--- src/rtl/pwm_peripheral.sv ---
// PWM pin driver fed by SPI register writes.
// 16 pins: off, static high, or a shared 8-bit PWM.
module pwm_peripheral #(
  parameter int unsigned PRESCALE = 3000
) (
  input  logic        clk,
  input  logic        rst,
  input  logic        wr_valid,
  input  logic [6:0]  wr_addr,
  input  logic [7:0]  wr_data,
  output logic [15:0] out,
  output logic        wr_err,
  output logic        period_start
);

  localparam int unsigned PW =
    (PRESCALE > 1) ? $clog2(PRESCALE) : 1;
  localparam logic [PW-1:0] PRE_MAX = PW'(PRESCALE - 1);

  logic [15:0]   en_out;
  logic [15:0]   en_pwm;
  logic [7:0]    duty;
  logic [7:0]    duty_active;
  logic [7:0]    duty_nxt;
  logic [7:0]    pwm_cnt;
  logic [PW-1:0] pre_cnt;
  logic          tick;
  logic          wrap;
  logic          pwm_sig;

  assign tick = (pre_cnt == PRE_MAX);
  assign wrap = tick && (pwm_cnt == 8'hFF);

  // a duty write landing on the wrap edge is forwarded
  assign duty_nxt = (wr_valid && wr_addr == 7'h04)
                  ? wr_data : duty;

  assign pwm_sig = (duty_active == 8'hFF) ||
                   (pwm_cnt < duty_active);

  always_ff @(posedge clk) begin
    if (rst) begin
      en_out       <= '0;
      en_pwm       <= '0;
      duty         <= '0;
      duty_active  <= '0;
      pwm_cnt      <= '0;
      pre_cnt      <= '0;
      out          <= '0;
      wr_err       <= 1'b0;
      period_start <= 1'b0;
    end else begin
      if (wr_valid) begin
        unique case (wr_addr)
          7'h00:   en_out[7:0]  <= wr_data;
          7'h01:   en_out[15:8] <= wr_data;
          7'h02:   en_pwm[7:0]  <= wr_data;
          7'h03:   en_pwm[15:8] <= wr_data;
          7'h04:   duty         <= wr_data;
          default: wr_err       <= 1'b1;
        endcase
      end
      pre_cnt <= tick ? '0 : pre_cnt + PW'(1);
      if (tick)
        pwm_cnt <= pwm_cnt + 8'd1;
      if (wrap)
        duty_active <= duty_nxt;
      period_start <= wrap;
      out <= en_out & (~en_pwm | {16{pwm_sig}});
    end
  end

endmodule

--- config.mk ---
export PLATFORM = sky130hd
export DESIGN_NAME = pwm_peripheral
export DESIGN_NICKNAME = d
export VERILOG_FILES = /design/src/rtl/pwm_peripheral.sv
export SDC_FILE = /design/constraint.sdc
export NUM_CORES = 1
export LEC_CHECK = 0
export CORE_MARGIN = 10
export CORE_UTILIZATION = 55
export CTS_BUF_LIST = sky130_fd_sc_hd__clkbuf_8
export CTS_CLUSTER_DIAMETER = 100
export CTS_CLUSTER_SIZE = 25
export DETAILED_ROUTE_END_ITERATION = 7
export PLACE_DENSITY = 0.78
export RECOVER_POWER = 50
export SLEW_MARGIN = 20
export SYNTH_ARGS = -nofsm -noshare
export SYNTH_HDL_FRONTEND = slang
export SYNTH_SLANG_ARGS = --single-unit
--- constraint.sdc ---
create_clock -name clk -period 2.5 [get_ports clk]
set_input_delay 0.5 -clock clk [delete_from_list [all_inputs] [get_ports clk]]
set_output_delay 0.5 -clock clk [all_outputs]
set_load 0.1 [all_outputs]
==> impl_metrics.csv, run 1 <==
group,metric,value,unit
run_status,outcome,"complete, no violations",
logic_synthesis,netlist.area_leader.share,0.5083,
sta,report.final.slew_viol_count,0,
final_layout,layout-drive-gt1-share,0.05897,
pwr,p_total,2.474,mW
floorplan,ios,36,
logic_synthesis,synthTopCellsByArea,"dfxtp_1 51%, mux2i_1 12%, nor2_1 6.9%",
pwr,p_per_area,631.0,nW/um^2
grt,grt_max_degree,43,
final_layout,n_antenna_cell,0,
sta,worst_pin_slew,1190,ps
logic_synthesis,synth_most_common_cell,"dfxtp_1",
pwr,power.leakage,1.606,nW
cts,cts.sinks,86,
cts,clk_path_buf_depth,2,
cts,cts.hold.buffers_added,0,
logic_synthesis,synth-seq-area-share,0.5083,
logic_synthesis,synth_area_per_cell,9.733,sq um
logic_synthesis,netlist_instances,348,
floorplan,die-area,9697,sq um
setup_path,path_class,"in2reg",
setup_path,crit_fanout,8,
floorplan,num_rows,28,
setup_path,path_delay_family,"simple AND/OR/NAND/NOR gates",
sta,setup_tns,0,ps
logic_synthesis,synth-edff-count,0,
logic_synthesis,yosysUniqueCellTypes,38,
setup_path,cp_slowest_cell,"and4_1",
logic_synthesis,async_reset_ff_frac,0,
logic_synthesis,synth_common_cells,"86 x dfxtp_1, 62 x nor2_1, 41 x mux2i_1",
run,maxCapViolCount,0,
sta,min_period_over_period,0.8970,
grt,grt_pass1_vias,2412,
route,wl_per_cell,14.79,um
cts,cts_root_buffer,"clkbuf_8",
sta,fin_skew,9.127,ps
setup_path,endpoint_kind,"flip-flop",
grt,overflow,0,
placed_design,postPlaceCellArea,3784,sq um
final_layout,syn_to_final_growth,15.77,%
sta,timing.fmax,445.9,MHz
cts,numCtsBuffers,9,
route,wirelength,6878,um
logic_synthesis,syn_area,3387,sq um
sta,worst_slack,257.6,ps
placed_design,portBuffers,35,
logic_synthesis,synth_warnings,0,
setup_path,critical_path_required,2720,ps
route,firstDrtPassIters,4,
sta,setup_viol,0,
setup_path,cp.buffers_inverters,2,
logic_synthesis,ys_ff_latch,86,
setup_path,worst_ep_arrival_time,2460,ps
setup_path,slowest_delay,580,ps
setup_path,worstPathCellList,"dlygate4sd3_1 > nor4_1 > clkbuf_1 > and4_1 > mux2i_1 > nor2_1",
cts,cts_max_level,3,
grt,track_usage,0.1437,
sta,slew_headroom,0.2100,
logic_synthesis,syn_nets,375,
hold_path,holdCritPathClass,"reg2reg",
cts,cts_tree,"built",
final_layout,final_nets,412,
logic_synthesis,yosysTopAreaCell,"dfxtp_1",
route,vias_per_cell,5.424,
floorplan,fp.coreArea,5956,sq um
placed_design,dp_worst_setup_slack,108.9,ps
floorplan,die_x,98.48,um
cts,clk_latency,360,ps
sta,rsz0062_at_grt,"false",
cts,ctsResizeCount,0,
grt,grt_antenna_before_repair,0,
logic_synthesis,ys.flop_type,"dfxtp_1",
final_layout,fin_area,3921,sq um
route,dr_total_vias,2522,
grt,grt_pass1_wl,11690,um
sta,fin_crit,2242,ps
route,ant_nets,0,
cts,postCtsSetupRepairBufs,0,
placed_design,globalplace.congestion,0.8408,
placed_design,dp_hpwl,4911,um
floorplan,start_util,0.5687,
pwr,ir_drop,0.3961,mV
sta,hold_viol,0,
floorplan,die_h,98.48,um
route,remaining_drc_errors,0,
cts,clk_pin_slew,90,ps
setup_path,crit_path_start_kind,"input pin",
route,drtIter0Drc,119,
worst paths after layout:
path	depth (start not counted)	start	slack [ps]	endpoint
min	1	en_pwm[7]$_SDFFE_PP0P_	430	out[7]$_SDFF_PP0_
min reg2reg	1	en_pwm[7]$_SDFFE_PP0P_	430	out[7]$_SDFF_PP0_
max reg2reg	4	pwm_cnt[1]$_SDFFE_PP0P_	360	out[12]$_SDFF_PP0_
max	6	wr_addr[3]	260	en_pwm[13]$_SDFFE_PP0P_
per-stage QoR:
step,util,hold WS [ps],cells
2_1_floorplan,-,402.9,348
3_3_place_gp,0.6353,408.8,449
3_5_place_dp,0.6353,413.7,449
4_1_cts,0.6704,430.8,465
5_1_grt,0.6584,444.7,465
6_report,0.6584,426.2,465
placed cells by master, fill, tap and decap left out, drive strengths merged, types with 3 or more instances in the layout:
cell type and instances:
nand2b 23, o22ai 5, dfxtp 86, a21oi 23
nand4b 3, inv 9, ha 9, nand3 7
nand4 8, nor4 4, or3 3, o21ai 4
o32ai 4, nor2 62, clkdlybuf4s50 15, mux2i 41
xnor2 6, clkinv 3, and4 3, xor2 5
clkbuf 32, nor3 4, nand2 8
logic make-up (layout without fill, tap and decap cells):
| group | count (synthesis) | in the layout | share of synthesized area |
|---|---|---|---|
| xor gates and xnor gates | 11 | 11 | 0.02844 |
| DFF | 86 | 86 | 0.5083 |
| AOI/OAI and AO/OA | 43 | 43 | 0.07647 |
| adders and majority gates | 9 | 9 | 0.03325 |
| and+or+nand+nor | 134 | 134 | 0.2028 |
| buffers and inverters | 23 | 65 | 0.02623 |
| muxes | 42 | 42 | 0.1245 |
sequential cells by signal (all words and copies together), names as in the netlist:
register / cells
wr_err: 1
en_pwm: 16
en_out: 16
duty: 8
out: 16
pre_cnt: 12
duty_active: 8
pwm_cnt: 8
period_start: 1
layer usage:
layer  up-vias  GRT usage  share of wire
li1       1282          -              -
met2        42     0.2320           0.49
met1      1186     0.1745           0.45
met3        12    0.03561          0.042
met5         -          0              0
met4         0    0.07056          0.023
where the power goes:
part / internal [mW] / switching [mW]
combinational: 0.0419 / 0.0575
clock: 0.493 / 0.500
sequential: 1.38 / 0.00568
worst register-to-register path, cell delays in order (launching register included):
cell and delay [ps]:
dfxtp_1 470, ha_1 280, a2111oi_0 730, o32ai_4 330
a21oi_1 250
area by class of cell:
class | count | area [sq um]
Timing Repair Buffer | 40 | 267.8
Tap cell | 75 | 93.84
Clock buffer | 10 | 137.6
Clock inverter | 6 | 71.32
Inverter | 9 | 33.78
Multi-Input combinational cell | 239 | 1595
Fill cell | 507 | 2034
Sequential cell | 86 | 1722
No activity file was read; power rests on OpenSTA's default activity.
==> inputs of run 2 (changes only) <==
--- a/config.mk
+++ b/config.mk
@@ -11,6 +11,7 @@
 export CTS_CLUSTER_DIAMETER = 100
 export CTS_CLUSTER_SIZE = 25
 export DETAILED_ROUTE_END_ITERATION = 7
+export HOLD_SLACK_MARGIN = 0.02
 export PLACE_DENSITY = 0.78
 export RECOVER_POWER = 50
 export SLEW_MARGIN = 20
==> results of run 2 <==
The final DEF is identical to that of run 1; final timing and power are the same.
==> inputs of run 3 (changes only) <==
--- a/config.mk
+++ b/config.mk
@@ -5,14 +5,16 @@
 export SDC_FILE = /design/constraint.sdc
 export NUM_CORES = 1
 export LEC_CHECK = 0
+export CELL_PAD_IN_SITES_DETAIL_PLACEMENT = 0
+export CELL_PAD_IN_SITES_GLOBAL_PLACEMENT = 1
 export CORE_MARGIN = 10
-export CORE_UTILIZATION = 55
+export CORE_UTILIZATION = 45
 export CTS_BUF_LIST = sky130_fd_sc_hd__clkbuf_8
 export CTS_CLUSTER_DIAMETER = 100
 export CTS_CLUSTER_SIZE = 25
 export DETAILED_ROUTE_END_ITERATION = 7
 export HOLD_SLACK_MARGIN = 0.02
-export PLACE_DENSITY = 0.78
+export PLACE_DENSITY_LB_ADDON = 0.1
 export RECOVER_POWER = 50
 export SLEW_MARGIN = 20
 export SYNTH_ARGS = -nofsm -noshare
==> impl_metrics.csv, run 3 (synthesis results as in run 1) <==
group,metric,value,unit
sta,timing.fmax,459.2,MHz
floorplan,ios,36,
setup_path,worstPathCellList,"dlygate4sd3_1 > nor4_1 > clkbuf_1 > nand4_2 > mux2i_1 > o22ai_1",
hold_path,holdCritPathClass,"reg2reg",
grt,grt_max_degree,66,
cts,numCtsBuffers,9,
sta,setup_tns,0,ps
setup_path,crit_fanout,8,
sta,setup_viol,0,
pwr,power.leakage,1.619,nW
setup_path,crit_path_start_kind,"input pin",
final_layout,layout-drive-gt1-share,0.06616,
sta,slew_headroom,0.2034,
sta,worst_slack,322.5,ps
grt,track_usage,0.1289,
final_layout,mostFrequentLayoutCells,"86 x dfxtp_1, 62 x nor2_1, 41 x mux2i_1",
cts,cts.hold.buffers_added,0,
cts,cts.sinks,86,
placed_design,dp_worst_setup_slack,197.8,ps
route,firstDrtPassIters,5,
final_layout,fin_util,0.5419,
setup_path,crit_cells,6,
sta,rsz0062_at_grt,"false",
grt,grt_antenna_before_repair,0,
setup_path,critical_path_required,2710,ps
pwr,p_switching,582.7,uW
hold_path,whs_path_depth,1,
floorplan,die_x,106.8,um
floorplan,start_util,0.4645,
run_status,outcome,"complete, no violations",
final_layout,syn_to_final_growth,16.66,%
sta,min_period_over_period,0.8710,
pwr,ir_drop,0.3226,mV
placed_design,portBuffers,35,
pwr,power_frac_clock,0.401,
cts,ctsResizeCount,0,
cts,postCtsSetupRepairBufs,0,
final_layout,largestRegisters,"en_out x16, en_pwm x16, out x16",
final_layout,register_area,1722,sq um
final_layout,fillerInstances,724,
placed_design,dp_hpwl,4841,um
setup_path,worst_ep_arrival_time,2390,ps
placed_design,globalplace.congestion,0.7332,
sta,fin_skew,11.44,ps
cts,clk_latency,360,ps
cts,cts_tree,"built",
floorplan,num_rows,31,
final_layout,n_antenna_cell,0,
sta,fin_crit,2178,ps
setup_path,path_class,"in2reg",
pwr,combPwrFrac,0.041,
grt,overflow,0,
cts,clk_path_buf_depth,2,
cts,clk_pin_slew,90,ps
grt,grt_pass1_wl,11910,um
floorplan,fp.coreArea,7292,sq um
route,wl_per_cell,14.27,um
setup_path,cp.buffers_inverters,2,
floorplan,die-area,11400,sq um
pwr,pwr-share-seq,0.558,
pwr,p_per_area,626.6,nW/um^2
setup_path,cp_slowest_cell,"dlygate4sd3_1",
sta,report.final.slew_viol_count,0,
run,maxCapViolCount,0,
cts,cts_max_level,3,
floorplan,die_h,106.8,um
grt,grt_pass1_vias,2352,
final_layout,final_nets,415,
sta,hold_viol,0,
sta,worst_pin_slew,1200,ps
route,wirelength,7023,um
final_layout,layout_commonest_cell,"dfxtp_1",
route,ant_nets,0,
final_layout,multi_input_area,1584,sq um
setup_path,slowest_delay,530,ps
route,remaining_drc_errors,0,
route,drtIter0Drc,102,
setup_path,ff2ff_path_depth,4,
setup_path,endpoint_kind,"flip-flop",
cts,cts_root_buffer,"clkbuf_8",
route,vias_per_cell,5.061,
setup_path,path_delay_family,"buffers and inverters",
pwr,internal-power,1.893,mW
pwr,p_sw_frac,0.2354,
route,dr_total_vias,2490,
[run 3: changes by cell type in the layout (fill, tap and decap cells not counted)]
cell        delta
o32ai_4        -1
or2_0          -1
clkbuf_1       +1
or2_2          +1
clkinvlp_4     -1
o32ai_2        +1
clkbuf_8       -1
clkinv_2       +1
inv_6          +2
clkbuf_2       +1
inv_8          +1
buf_4          +1
clkinv_4       -2
[run 3: path summary, 6_finish.rpt]
path | slack (ps) | end | start
setup / recovery | 320 | duty_active[1]$_SDFFE_PP0P_ | wr_addr[3]
hold / removal | 430 | out[5]$_SDFF_PP0_ | en_pwm[5]$_SDFFE_PP0P_
hold reg to reg | 430 | out[5]$_SDFF_PP0_ | en_pwm[5]$_SDFFE_PP0P_
setup reg to reg | 430 | duty_active[0]$_SDFFE_PP0P_ | pre_cnt[8]$_SDFF_PP0_
[run 3: area by class of cell]
type / count / area share
multi-input combinational: 239 / 0.4009
clock inverter: 7 / 0.02027
sequential: 86 / 0.4357
clock buffer: 9 / 0.03135
timing repair buffer: 43 / 0.07188
inverter: 9 / 0.008550
tap: 99 / 0.03135
[run 3: routing by layer]
metal	vias to the layer above	global-route usage	part of all wire
met1	1156	0.1635	0.50
met5	-	0	0
li1	1298	-	-
met4	0	0.05513	0.012
met3	6	0.03772	0.036
met2	30	0.1993	0.46
[run 3: power by group through the flow]
stage	Clock [mW]	Combinational (mW)	Sequential (mW)
5_1_grt	1.08	0.111	1.38
3_3_place_gp	0	0.104	1.41
3_5_place_dp	0	0.104	1.41
6_report	0.994	0.101	1.38
4_1_cts	1.02	0.105	1.38
2_1_floorplan	0	0.0398	1.42
[run 3: through the flow]
stage / area, sq um / total power, mW / std cells / hold WS, ps
floorplan: 3387 / 1.463 / 348 / 402.9
global placement: 3836 / 1.517 / 476 / 411.0
detailed placement: 3836 / 1.518 / 476 / 417.0
CTS: 4040 / 2.508 / 492 / 430.3
global route: 3951 / 2.572 / 492 / 446.8
finish: 3951 / 2.476 / 492 / 432.8
